<file path="src/rtl/mig1_pkg.sv">
// Shared Mig1 fetch types: instruction word, fetch FSM states and the queue entry layout
// (entry shown at the default 32-bit byte-address width).
package mig1_pkg;

  localparam int INSN_SIZE        = 4;
  localparam int DATA_WIDTH       = 32;
  localparam int DEF_ADDR_WIDTH   = 32;

  typedef logic [DATA_WIDTH-1:0] insn_t;

  typedef enum logic [1:0] {
    IDLE  = 2'd0,
    FETCH = 2'd1,
    HALT  = 2'd2
  } fetch_state_e;

  typedef struct packed {
    insn_t                     data;
    logic [DEF_ADDR_WIDTH-1:2] pc;
    logic                      err;
  } fetch_entry_t;

endpackage

</file>
<file path="src/rtl/mig1_insn_fetch_if.sv">
// Memory request/response and decode hand-off signals of the fetch stage. The master side is the
// fetch stage; the slave side is memory plus decode.
interface mig1_insn_fetch_if #(
  parameter int ADDR_WIDTH = 32
);
  import mig1_pkg::*;

  logic                  mem_req_valid;
  logic                  mem_req_ready;
  logic [ADDR_WIDTH-1:2] mem_req_addr;
  logic                  mem_rsp_valid;
  insn_t                 mem_rsp_data;
  logic                  mem_rsp_err;
  logic                  insn_valid;
  logic                  insn_ready;
  insn_t                 insn_data;
  logic [ADDR_WIDTH-1:2] insn_pc;
  logic                  insn_err;

  modport master (
    output mem_req_valid, mem_req_addr,
    input  mem_req_ready,
    input  mem_rsp_valid, mem_rsp_data, mem_rsp_err,
    output insn_valid, insn_data, insn_pc, insn_err,
    input  insn_ready
  );

  modport slave (
    input  mem_req_valid, mem_req_addr,
    output mem_req_ready,
    output mem_rsp_valid, mem_rsp_data, mem_rsp_err,
    input  insn_valid, insn_data, insn_pc, insn_err,
    output insn_ready
  );

endinterface

</file>
<file path="src/rtl/mig1_fifo.sv">
// Small synchronous FIFO with a registered head word, so the head is valid the cycle after a push
// into an empty queue.
module mig1_fifo #(
  parameter int DEPTH = 2,
  parameter int WIDTH = 8,
  localparam int CW   = $clog2(DEPTH) + 1,
  localparam int PW   = $clog2(DEPTH)
) (
  input  logic             clk,
  input  logic             rst,
  input  logic             flush,
  input  logic             push,
  input  logic [WIDTH-1:0] din,
  input  logic             pop,
  output logic [WIDTH-1:0] dout,
  output logic             full,
  output logic             empty,
  output logic [CW-1:0]    count
);

  logic [WIDTH-1:0] mem_q [DEPTH];
  logic [PW-1:0]    rd_ptr_q;
  logic [PW-1:0]    wr_ptr_q;
  logic [PW-1:0]    rd_nxt;
  logic [CW-1:0]    count_q;
  logic [WIDTH-1:0] dout_q;

  assign rd_nxt = rd_ptr_q + PW'(1);

  always_ff @(posedge clk) begin
    if (push && !flush) begin
      mem_q[wr_ptr_q] <= din;
    end
  end

  always_ff @(posedge clk) begin
    if (rst || flush) begin
      rd_ptr_q <= '0;
      wr_ptr_q <= '0;
      count_q  <= '0;
    end else begin
      if (push) wr_ptr_q <= wr_ptr_q + PW'(1);
      if (pop)  rd_ptr_q <= rd_nxt;
      count_q <= count_q + CW'(push) - CW'(pop);
    end
  end

  // Head register follows the next-oldest entry on a pop, or takes din when it becomes the head.
  always_ff @(posedge clk) begin
    if (rst) begin
      dout_q <= '0;
    end else if (!flush) begin
      if (pop && (count_q > CW'(1))) begin
        dout_q <= mem_q[rd_nxt];
      end else if (push && ((count_q == '0) || (pop && (count_q == CW'(1))))) begin
        dout_q <= din;
      end
    end
  end

  assign dout  = dout_q;
  assign full  = (count_q == CW'(DEPTH));
  assign empty = (count_q == '0);
  assign count = count_q;

endmodule

</file>
<file path="src/rtl/mig1_insn_fetch.sv">
// Mig1 instruction fetch: issues word reads while queue credit allows, queues in-order responses
// with their PC, and hands them to decode; a redirect flushes and restarts.
module mig1_insn_fetch
  import mig1_pkg::*;
#(
  parameter int ADDR_WIDTH  = 32,
  parameter int QUEUE_DEPTH = 2
) (
  input  logic                  clk,
  input  logic                  rst,
  input  logic [ADDR_WIDTH-1:2] rst_addr,
  input  logic                  fetch_en,
  input  logic                  redirect_valid,
  input  logic [ADDR_WIDTH-1:2] redirect_addr,
  mig1_insn_fetch_if.master     bus
);

  localparam int CW = $clog2(QUEUE_DEPTH) + 1;
  localparam int PW = ADDR_WIDTH - 2;

  typedef struct packed {
    insn_t                 data;
    logic [ADDR_WIDTH-1:2] pc;
    logic                  err;
  } entry_t;

  localparam int EW = $bits(entry_t);

  fetch_state_e          state_q, state_d;
  logic [ADDR_WIDTH-1:2] fetch_pc_q, fetch_pc_d;
  logic [ADDR_WIDTH-1:2] rsp_pc_q, rsp_pc_d;
  logic [CW-1:0]         inflight_q, inflight_d;
  logic [CW-1:0]         drop_q, drop_d;
  logic [CW-1:0]         q_count;
  logic [CW:0]           owed;
  logic                  req_valid, req_fire;
  logic                  q_push, q_pop, q_full, q_empty;
  entry_t                push_entry, head;
  logic [EW-1:0]         fifo_dout;

  // Words owed to decode: queued plus live (non-dropped) reads in flight.
  assign owed       = {1'b0, q_count} + {1'b0, inflight_q} - {1'b0, drop_q};
  assign req_fire   = req_valid & bus.mem_req_ready;
  assign q_push     = bus.mem_rsp_valid & (drop_q == '0) & ~redirect_valid;
  assign q_pop      = ~q_empty & bus.insn_ready & ~redirect_valid;
  assign push_entry = {bus.mem_rsp_data, rsp_pc_q, bus.mem_rsp_err};
  assign head       = fifo_dout;

  mig1_fifo #(
    .DEPTH (QUEUE_DEPTH),
    .WIDTH (EW)
  ) u_queue (
    .clk   (clk),
    .rst   (rst),
    .flush (redirect_valid),
    .push  (q_push),
    .din   (push_entry),
    .pop   (q_pop),
    .dout  (fifo_dout),
    .full  (q_full),
    .empty (q_empty),
    .count (q_count)
  );

  always_ff @(posedge clk) begin
    if (rst) begin
      state_q <= IDLE;
    end else begin
      state_q <= state_d;
    end
  end

  always_comb begin
    state_d = state_q;
    if (redirect_valid) begin
      state_d = fetch_en ? FETCH : IDLE;
    end else begin
      unique case (state_q)
        IDLE:    if (fetch_en) state_d = FETCH;
        FETCH: begin
          if (q_push && bus.mem_rsp_err) state_d = HALT;
          else if (!fetch_en)            state_d = IDLE;
        end
        HALT:    state_d = HALT;
        default: state_d = IDLE;
      endcase
    end
  end

  always_comb begin
    req_valid = 1'b0;
    if ((state_q == FETCH) && !redirect_valid && (owed < (CW+1)'(QUEUE_DEPTH))) begin
      req_valid = 1'b1;
    end
  end

  always_comb begin
    fetch_pc_d = fetch_pc_q;
    rsp_pc_d   = rsp_pc_q;
    inflight_d = inflight_q + CW'(req_fire) - CW'(bus.mem_rsp_valid);
    drop_d     = drop_q;
    if (redirect_valid) begin
      fetch_pc_d = redirect_addr;
      rsp_pc_d   = redirect_addr;
      drop_d     = inflight_q + CW'(req_fire) - CW'(bus.mem_rsp_valid);
    end else begin
      if (req_fire) fetch_pc_d = fetch_pc_q + PW'(1);
      if (q_push)   rsp_pc_d   = rsp_pc_q + PW'(1);
      if (bus.mem_rsp_valid && (drop_q != '0)) drop_d = drop_q - CW'(1);
    end
  end

  always_ff @(posedge clk) begin
    if (rst) begin
      fetch_pc_q <= rst_addr;
      rsp_pc_q   <= rst_addr;
      inflight_q <= '0;
      drop_q     <= '0;
    end else begin
      fetch_pc_q <= fetch_pc_d;
      rsp_pc_q   <= rsp_pc_d;
      inflight_q <= inflight_d;
      drop_q     <= drop_d;
    end
  end

  always_ff @(posedge clk) begin
    if (!rst) begin
      assert (!(q_push && q_full && !q_pop));
      assert (inflight_q <= CW'(QUEUE_DEPTH));
    end
  end

  assign bus.mem_req_valid = req_valid;
  assign bus.mem_req_addr  = fetch_pc_q;
  assign bus.insn_valid    = ~q_empty;
  assign bus.insn_data     = head.data;
  assign bus.insn_pc       = head.pc;
  assign bus.insn_err      = head.err;

endmodule

</file>
<file path="src/flat_wrapper.sv">
// flat-port wrapper written by rule: the top's interface ports become plain ports
module mig1_insn_fetch_flat import mig1_pkg::*;
#(
  parameter int ADDR_WIDTH  = 32,
  parameter int QUEUE_DEPTH = 2
)
  (clk, rst, rst_addr, fetch_en, redirect_valid, redirect_addr, bus_mem_req_valid, bus_mem_req_addr, bus_mem_req_ready, bus_mem_rsp_valid, bus_mem_rsp_data, bus_mem_rsp_err, bus_insn_valid, bus_insn_data, bus_insn_pc, bus_insn_err, bus_insn_ready);
  mig1_insn_fetch_if #(.ADDR_WIDTH(ADDR_WIDTH)) bus_i ();
  input  logic clk;
  input  logic rst;
  input  logic [ADDR_WIDTH-1:2] rst_addr;
  input  logic fetch_en;
  input  logic redirect_valid;
  input  logic [ADDR_WIDTH-1:2] redirect_addr;
  output wire logic [$bits(bus_i.mem_req_valid)-1:0] bus_mem_req_valid;
  output wire logic [$bits(bus_i.mem_req_addr)-1:0] bus_mem_req_addr;
  input wire logic [$bits(bus_i.mem_req_ready)-1:0] bus_mem_req_ready;
  input wire logic [$bits(bus_i.mem_rsp_valid)-1:0] bus_mem_rsp_valid;
  input wire logic [$bits(bus_i.mem_rsp_data)-1:0] bus_mem_rsp_data;
  input wire logic [$bits(bus_i.mem_rsp_err)-1:0] bus_mem_rsp_err;
  output wire logic [$bits(bus_i.insn_valid)-1:0] bus_insn_valid;
  output wire logic [$bits(bus_i.insn_data)-1:0] bus_insn_data;
  output wire logic [$bits(bus_i.insn_pc)-1:0] bus_insn_pc;
  output wire logic [$bits(bus_i.insn_err)-1:0] bus_insn_err;
  input wire logic [$bits(bus_i.insn_ready)-1:0] bus_insn_ready;
  assign bus_mem_req_valid = bus_i.mem_req_valid;
  assign bus_mem_req_addr = bus_i.mem_req_addr;
  assign bus_i.mem_req_ready = bus_mem_req_ready;
  assign bus_i.mem_rsp_valid = bus_mem_rsp_valid;
  assign bus_i.mem_rsp_data = bus_mem_rsp_data;
  assign bus_i.mem_rsp_err = bus_mem_rsp_err;
  assign bus_insn_valid = bus_i.insn_valid;
  assign bus_insn_data = bus_i.insn_data;
  assign bus_insn_pc = bus_i.insn_pc;
  assign bus_insn_err = bus_i.insn_err;
  assign bus_i.insn_ready = bus_insn_ready;
  mig1_insn_fetch #(.ADDR_WIDTH(ADDR_WIDTH), .QUEUE_DEPTH(QUEUE_DEPTH)) u_core (.clk(clk), .rst(rst), .rst_addr(rst_addr), .fetch_en(fetch_en), .redirect_valid(redirect_valid), .redirect_addr(redirect_addr), .bus(bus_i));
endmodule
</file>
<file path="config.mk">
export PLATFORM = sky130hd
export DESIGN_NAME = mig1_insn_fetch_flat
export DESIGN_NICKNAME = d
export VERILOG_FILES = /design/src/rtl/mig1_pkg.sv /design/src/rtl/mig1_insn_fetch_if.sv /design/src/rtl/mig1_fifo.sv /design/src/rtl/mig1_insn_fetch.sv /design/src/flat_wrapper.sv
export SDC_FILE = /design/constraint.sdc
export NUM_CORES = 1
export LEC_CHECK = 0
export CAP_MARGIN = 20
export CORE_MARGIN = 2
export CORE_UTILIZATION = 35
export CTS_CLUSTER_DIAMETER = 200
export DETAILED_ROUTE_END_ITERATION = 8
export PLACE_DENSITY = 0.57
export SLEW_MARGIN = 15
export SYNTH_ARGS = -nofsm -noshare
export SYNTH_HDL_FRONTEND = slang
export SYNTH_SLANG_ARGS = --single-unit
</file>
<file path="constraint.sdc">
create_clock -name clk -period 5.23 [get_ports clk]
set_input_delay 0.523 -clock clk [delete_from_list [all_inputs] [get_ports clk]]
set_output_delay 0.523 -clock clk [all_outputs]
set_load 0.005 [all_outputs]
</file>
-- After elaboration in Yosys (flattened, before gate mapping)
Memory sizes are Yosys's and may differ from the RTL's.
Index checks and enable logic that the tools add are counted.
- bits in registers: 133
- RAM bits: 126
- output and inout port bits: 95
- logic and storage cells: 75
- memories kept: 1
- memory list (memory ; words ; width ; read ports ; clocked after memory_dff ; wr ports ; RTL line ; source):
    u_core.u_queue.mem_q ; 2 ; 63 ; 1 ; 0 ; 1 ; mig1_fifo.sv:21 ; logic [WIDTH-1:0] mem_q [DEPTH];
- add/subtract/negate cells: 11
- $lt $le $gt $ge: 2
- equal/unequal tests: 5
- muxes and demuxes: 19
- bitwise logic cells: 7
- reduce and logical (&&, ||, !) cells: 21
- operator list (cell ; number):
    $mux W30 ; 6
    $mux W63 ; 2
    $add A30 B1 Y30 const B ; 2
    $mux W2 ; 6
    $logic_and A1 B1 Y1 ; 8
    $logic_not A2 Y1 ; 3
    $pmux W2 S3 ; 1
    $reduce_bool A2 Y1 ; 3
    $reduce_bool A3 Y1 ; 2
    $and A1 B1 Y1 ; 5
    $add A2 B1 Y2 ; 2
    $eq A2 B1 Y1 const B ; 2
    $mux W1 ; 4
    $ne A4 B3 Y1 const B ; 1
    $reduce_and A2 Y1 ; 2
    $sub A2 B1 Y2 ; 2
    $add A2 B2 Y3 ; 1
    $lt A3 B2 Y1 const B ; 1
    $ne A3 B3 Y1 const B ; 1
    $sub A3 B2 Y3 ; 1
    $add A1 B1 Y1 const B ; 2
    $eq A2 B2 Y1 const B ; 1
    $gt A2 B1 Y1 const B ; 1
    $logic_or A1 B1 Y1 ; 2
    3 further kinds ; 4

-- Depth between registers and ports, before layout
Gate-level depths: netlist of the first run.
- depth after elaboration: 9
- gate-level depth with buffers: 11
- gate-level depth less buffers: 11

-- Modules after synthesis
Synthesis of the first run repeated with hierarchy kept, for this count alone.
- cell total of the unflattened synthesis: 943
- area total of the unflattened synthesis: 11656.2 um^2
- modules (own cells, without submodules) (module ; times used ; cells each ; area an instance (um^2) ; seq. area each (um^2)):
    mig1_fifo ; 1 ; 509 ; 7389.6 ; 5124.9
    mig1_insn_fetch ; 1 ; 434 ; 4266.6 ; 1921.8

-- Worst setup path after synthesis of the first run
No wires, ideal clock.
- path type: input port to flip-flop
- from: input port redirect_valid
- to: memory u_core.u_queue.mem_q[0][0] (netlist name), enable pin
- library setup time: 484 ps
- arrival: 3715 ps
- data required time: 4746 ps
- path slack: 1031 ps
- cell stages on the path: 4
- buffers on the path: 1
- cells stage by stage: buf_2 -> nor2_1 -> inv_1 -> nor2_1
- cells in the longest elaborated chain, start to end: 5
- elaborated cells between the ends (all ways): 6
- ends and longest elaborated chain (what ; RTL line ; source):
    start: declaration ; flat_wrapper.sv:13 ; input logic redirect_valid;
    $not A1 Y1 ; mig1_insn_fetch.sv:44 ; assign q_push = bus.mem_rsp_valid & (drop_q == '0) & ~redirect_valid;
    $and A1 B1 Y1 ; mig1_insn_fetch.sv:44 ;
    $logic_and A1 B1 Y1 * ; mig1_fifo.sv:31 ; if (push && !flush) begin
    $mux W1 * ; mig1_fifo.sv:31 ;
    $mux W1 (implied by the code) * ; mig1_fifo.sv:32 ; mem_q[wr_ptr_q] <= din;
    end: declaration ; mig1_fifo.sv:21 ;
Every way passes the cells marked *; elsewhere a longest branch is shown, timed or not.

-- Worst setup path after layout of the first run
- from: register u_core.u_queue.count_q[1] (netlist: u_core.u_queue.count[1])
- to: output port bus_mem_req_valid
- cells in the longest elaborated chain, start to end: 5
- ends and longest elaborated chain (what ; RTL line ; source):
    start: declaration ; mig1_fifo.sv:25 ; logic [CW-1:0] count_q;
    start signal: assignment ; mig1_fifo.sv:44 ; count_q <= count_q + CW'(push) - CW'(pop);
    $add A2 B2 Y3 ; mig1_insn_fetch.sv:42 ; assign owed = {1'b0, q_count} + {1'b0, inflight_q} - {1'b0, drop_q};
    $sub A3 B2 Y3 ; mig1_insn_fetch.sv:42 ;
    $lt A3 B2 Y1 ; mig1_insn_fetch.sv:92 ; if ((state_q == FETCH) && !redirect_valid && (owed < (CW+1)'(QUEUE_DEPTH))) begin
    $logic_and A1 B1 Y1 ; mig1_insn_fetch.sv:92 ;
    $mux W1 ; mig1_insn_fetch.sv:92 ;
    end: declaration ; flat_wrapper.sv:15 ; output wire logic [$bits(bus_i.mem_req_valid)-1:0] bus_mem_req_valid;
Every way passes these cells.

==> flow_metrics.tcl, run 1 <==
set metrics [dict create \
    cts_root_buf "clkbuf_16" \
    p_leak_nw 4.74 \
    end_kind "primary output" \
    rsz0062_at_grt "no" \
    fmax_mhz 268 \
    firstDrtPassIters 5 \
    drc 0 \
    synth.net_count 1102 \
    worstSkewPairLatency_ns 0.53 \
    finalNetCount 1281 \
    syn_area_um2 11400 \
    slew_headroom_pct 30.0 \
    grt-ovfl-total 0 \
    ir_worst_vdd_mv 0.273 \
    final_cell_area_um2 14800 \
    placementRows 66 \
    tightest_slew_ns 1.05 \
    clockBufferDepth 3 \
    syn_inst 992 \
    finalCritPeriodShare_pct 71.4 \
    avgViaCountPerCell 5.04 \
    slew_violations 0 \
    drive_gt1_share_pct 6.20 \
    final_common_cell "clkdlybuf4s50_1" \
    place_congestion 0.804 \
    reg2reg_depth 8 \
    grt_max_degree 86 \
    hold_viol 0 \
    pin_count 195 \
    n_antenna_cell 0 \
    yosysUniqueCellTypes 49 \
    status "finished, final reports clean" \
    fp.dieH_um 185 \
    worstPathMaxFanout 6 \
    route.vias.total 8243 \
    postCtsSetupBuffers 0 \
    setup_tns_ns 0 \
    track_usage_pct 16.6 \
    cellPowerDensity_nw_per_um2 339 \
    antenna_left 0 \
    start_kind "flip-flop" \
    post_cts_resized 0 \
    cp.required_ns 4.71 \
    setup_viol 0 \
    cts_tree "done" \
    pre_cts_slack_ns 1.91 \
    crit_type "flip-flop to primary output" \
    die_x_um 185 \
    async_reset_ff_share_pct 0 \
    syn_avg_cell_area_um2 11.5 \
    hold_buffers 0 \
    dieArea_um2 34100 \
    cp_data_arrival_time_ns 3.21 \
    grt_pass1_wl_um 44500 \
    cts_buffers 29 \
    core_area_um2 32400 \
    hp-class "flip-flop to flip-flop" \
    drtIter0Drc 415 \
    synth_seq_cells 259 \
    cts_max_level 1 \
    initial_core_util_pct 35.3 \
    r2r_slack_ns 2.08 \
    antenna_found_initial 0 \
    synth_enable_flop_cells 186 \
    cts.sinks 259 \
    whs_ns 0.452 \
    syn_to_final_growth_pct 29.5 \
    finalWorstSetupSlack_ns 1.49 \
    finalClockSkew_ns 0.00835 \
    yosysWarnings 0 \
    synth_ff_type "edfxtp_1" \
    io_buffers 194 \
    hold_path_depth 2 \
    maxCapViolCount 0 \
    grt_pass1_vias 7973 \
    post-dp-hpwl_um 19100 \
    fin_crit_ns 3.74 \
    drt_wl_total_um 28900 \
    clk_transition_reported_paths_ns 0.06 \
    ys_seq_area_share_pct 61.6 \
    layout_common_cells "clkdlybuf4s50_1 (193), edfxtp_1 (186), nand2_1 (176)" \
    wl_per_cell_um 17.7 \
    dpl-instance-area_um2 13800 \
]
## power by group
part	leakage (nW)	total [mW]	internal (mW)	switching, mW
registers	2.37	2.48	2.36	0.122
logic	1.90	0.509	0.258	0.251
clock network	0.468	2.03	1.24	0.799
total	4.74	5.03	3.85	1.17
## logic make-up after synthesis
group	synth area share (%)
compound gates	12.5
xor+xnor	4.21
flops	61.6
simple gates	12.1
fa+ha+maj	1.23
mux	5.81
buf+inv	2.58
## synth_stat cells (2+ instances only)
cell / n / area (µm²)
nor2_1: 23 / 86.3
a22oi_1: 16 / 120
o21ai_0: 55 / 275
fa_1: 2 / 40.0
clkbuf_1: 44 / 165
mux2i_1: 63 / 631
nor3_1: 4 / 20.0
xnor2_1: 18 / 158
o21a_1: 7 / 52.6
o211ai_1: 63 / 473
and4_1: 6 / 52.6
a21oi_1: 80 / 400
dfxtp_1: 73 / 1460
nand3_1: 23 / 115
nand2_1: 176 / 661
a31oi_1: 2 / 12.5
xor2_1: 37 / 324
nand4b_1: 2 / 17.5
nand2b_1: 3 / 18.8
ha_1: 8 / 100
inv_1: 11 / 41.3
and3_1: 13 / 81.3
nor4_1: 2 / 12.5
mux2_2: 3 / 33.8
and2_1: 7 / 43.8
edfxtp_1: 186 / 5590
buf_2: 17 / 85.1
nand4_1: 24 / 150
nor2b_1: 4 / 25.0
## path summary, 6_finish.rpt
kind	from	endpoint
setup reg to reg	u_core.u_queue.count[1]$_SDFF_PP0_	u_core.bus.mem_req_addr[25]$_DFFE_PP_
hold / removal	u_core.u_queue.dout[60]$_SDFFE_PP0P_	u_core.u_queue.dout[60]$_SDFFE_PP0P_
hold reg to reg	u_core.u_queue.dout[60]$_SDFFE_PP0P_	u_core.u_queue.dout[60]$_SDFFE_PP0P_
setup / recovery	u_core.u_queue.count[1]$_SDFF_PP0_	bus_mem_req_valid
## stage by stage
stage / instances / utilization (%) / power (mW)
2_1_floorplan: 992 / - / 2.74
3_3_place_gp: 1581 / 42.7 / 3.03
3_5_place_dp: 1582 / 42.8 / 3.04
4_1_cts: 1635 / 45.8 / 5.08
5_1_grt: 1635 / 45.8 / 5.23
6_report: 1635 / 45.8 / 5.03
## flip-flops by register name, summed over array words and instances (netlist names)
name / cells
u_core.u_queue.mem_q: 126
u_core.u_queue.dout: 63
u_core.bus.mem_req_addr: 30
u_core.rsp_pc_q: 30
u_core.drop_q: 2
u_core.inflight_q: 2
u_core.state_q: 2
u_core.u_queue.count: 2
u_core.u_queue.rd_ptr_q: 1
u_core.u_queue.wr_ptr_q: 1
## critical path: stages, from the launching register on
cell	delay [ns]
dfxtp_1	0.40
fa_1	0.56
inv_1	0.05
fa_1	0.53
nand2_1	0.05
nor4_1	0.49
clkdlybuf4s50_1	0.61
## per-layer routing
layer / global-route usage [%] / up-vias / routed length, µm
met2: 25.7 / 275 / 12600
met5: 0 / - / 0
met3: 2.77 / 36 / 1780
li1: - / 4023 / -
met4: 3.21 / 0 / 420
met1: 24.5 / 3909 / 14100
## final cells by class
| cell class | instances | area (µm²) |
|---|---|---|
| fill | 3034 | 17600 |
| sequential | 259 | 7050 |
| clock inverter | 7 | 60.1 |
| timing repair buffer | 210 | 2070 |
| clock buffer | 46 | 912 |
| multi-input combinational | 660 | 4130 |
| tap | 442 | 553 |
| inverter | 11 | 41.3 |
Power figures use the tool's default switching activity.
==> run 2, diff against run 1 <==
--- a/config.mk
+++ b/config.mk
@@ -10,7 +10,7 @@
 export CORE_UTILIZATION = 35
 export CTS_CLUSTER_DIAMETER = 200
 export DETAILED_ROUTE_END_ITERATION = 8
-export PLACE_DENSITY = 0.57
+export PLACE_DENSITY = 0.59
 export SLEW_MARGIN = 15
 export SYNTH_ARGS = -nofsm -noshare
 export SYNTH_HDL_FRONTEND = slang
==> constraint.sdc (replaced) <==
create_clock -name clk -period 3.27 [get_ports clk]
set_input_delay 0.327 -clock clk [delete_from_list [all_inputs] [get_ports clk]]
set_output_delay 0.327 -clock clk [all_outputs]
set_load 0.005 [all_outputs]
==> flow_metrics.tcl, run 2 (synthesis gave the netlist of run 1 again) <==
set metrics [dict create \
    clk_transition_reported_paths_ns 0.06 \
    setup_viol 0 \
    hold_viol 0 \
    firstDrtPassIters 4 \
    cp_slowest_stage_delay_ns 0.50 \
    crit_type "flip-flop to primary output" \
    final_common_cell "clkdlybuf4s50_1" \
    slew_violations 0 \
    layout_common_cells "clkdlybuf4s50_1 (192), edfxtp_1 (186), nand2_1 (176)" \
    cts_root_buf "clkbuf_16" \
    clockBufferDepth 3 \
    crit_family "adder cells" \
    fin_crit_ns 3.00 \
    finalPower_mw 8.07 \
    antenna_left 0 \
    largest_reg_flops 126 \
    drive_gt1_share_pct 7.16 \
    die_x_um 185 \
    drc 0 \
    worstPathCellList "inv_1, fa_1, inv_1, fa_1, xor2_1, nor4_1, buf_4, dlygate4sd2_1" \
    post-route-util_pct 46.2 \
    wl_per_cell_um 17.3 \
    drt_wl_total_um 28500 \
    track_usage_pct 16.5 \
    tightest_slew_ns 0.927 \
    finalNetCount 1289 \
    final_cell_area_um2 15000 \
    antenna_found_initial 0 \
    crit_slowest_cell "fa_1" \
    end_kind "primary output" \
    regMostFlops "u_core.u_queue.mem_q" \
    cp_num_buf_inv 4 \
    placementRows 66 \
    syn_to_final_growth_pct 30.8 \
    setup_tns_ns 0 \
    n_antenna_cell 0 \
    core_area_um2 32400 \
    cts.sinks 259 \
    cp_data_arrival_time_ns 2.67 \
    cts_buffers 28 \
    rsz0062_at_grt "no" \
    maxCapViolCount 0 \
    initial_core_util_pct 35.3 \
    cts_tree "done" \
    cts_max_level 1 \
    avgViaCountPerCell 5.03 \
    fp.dieH_um 185 \
    hp-class "primary input to flip-flop" \
    fmax_mhz 334 \
    grt-ovfl-total 0 \
    p_leak_nw 4.83 \
    grt_pass1_wl_um 44000 \
    cp.required_ns 2.94 \
    start_kind "flip-flop" \
    grt_max_degree 64 \
    io_buffers 194 \
    status "finished, final reports clean" \
    place_congestion 0.791 \
    ir_worst_vdd_mv 0.344 \
    dieArea_um2 34100 \
    grt_pass1_vias 8014 \
    worstSkewPairLatency_ns 0.53 \
    route.vias.total 8265 \
    dpl-instance-area_um2 14000 \
    finalClockSkew_ns 0.00783 \
    cellPowerDensity_nw_per_um2 540 \
    drtIter0Drc 410 \
    finalCritPeriodShare_pct 91.6 \
    worstPathMaxFanout 2 \
    slew_headroom_pct 38.2 \
    post-dp-hpwl_um 18600 \
    pin_count 195 \
]
[run 2: changes by cell type in the layout (fill, tap and decap cells not counted), sizes merged]
cell,previous run,this run
buf,17,26
clkinvlp,2,0
dlygate4sd2,0,1
clkbuf,46,41
bufinv,1,3
clkdlybuf4s50,193,192
clkinv,4,8
[run 2: worst paths after layout]
kind,slack [ns],to,cells after the start,startpoint
worst max-delay path,0.27,bus_mem_req_valid,8,u_core.drop_q[1]$_SDFFE_PP0P_
worst min-delay path,0.31,u_core.state_q[0]$_SDFFE_PP0P_,3,rst
worst max register to register,0.43,u_core.bus.mem_req_addr[21]$_DFFE_PP_,11,u_core.drop_q[1]$_SDFFE_PP0P_
worst min register to register,0.45,u_core.u_queue.dout[39]$_SDFFE_PP0P_,2,u_core.u_queue.dout[39]$_SDFFE_PP0P_
[run 2: final cells by class]
type | instances | area [µm²]
Sequential cell | 259 | 7050
Inverter | 11 | 41.3
Multi-Input combinational cell | 660 | 4130
Clock inverter | 11 | 128
Clock buffer | 41 | 842
Fill cell | 3008 | 17400
Timing Repair Buffer | 219 | 2210
Tap cell | 442 | 553
[run 2: through the flow]
stage                     setup slack [ns]  hold slack [ns]  cells
after floorplan                     0.0844            0.426    992
after global placement               0.445            0.442   1589
after detailed placement             0.446            0.446   1589
after CTS                            0.214            0.274   1643
after global routing                0.0929            0.324   1643
final                                0.274            0.308   1643
[run 2: metal layers]
layer	track usage [%]	part of all wire (%)	up-vias
met4	4.57	2.1	0
met1	22.8	47	3937
met3	3.07	6.1	40
met2	26.6	45	244
li1	-	-	4044
met5	0	0	-
[run 2: worst register-to-register path, stage by stage, from the launching register on]
cell	delay, ns
dfxtp_1	0.32
inv_1	0.07
fa_1	0.50
inv_1	0.05
fa_1	0.42
xor2_1	0.17
nor4_1	0.22
buf_4	0.17
buf_4	0.10
and2_1	0.13
nand2b_1	0.15
buf_12	0.21
[run 2: power breakdown]
part | internal (mW) | total, mW | leakage, nW | switching (mW)
registers | 3.77 | 3.97 | 2.37 | 0.198
logic | 0.428 | 0.831 | 1.98 | 0.404
clock network | 2.01 | 3.27 | 0.482 | 1.26
total | 6.21 | 8.07 | 4.83 | 1.86
[run 2: repair_timing]
item,in CTS,in global routing
setup endpoints to repair,1,0
gates resized for setup,3,0
endpoints found under the hold margin,0,0
hold buffers,0,0
buffers inserted,2,0
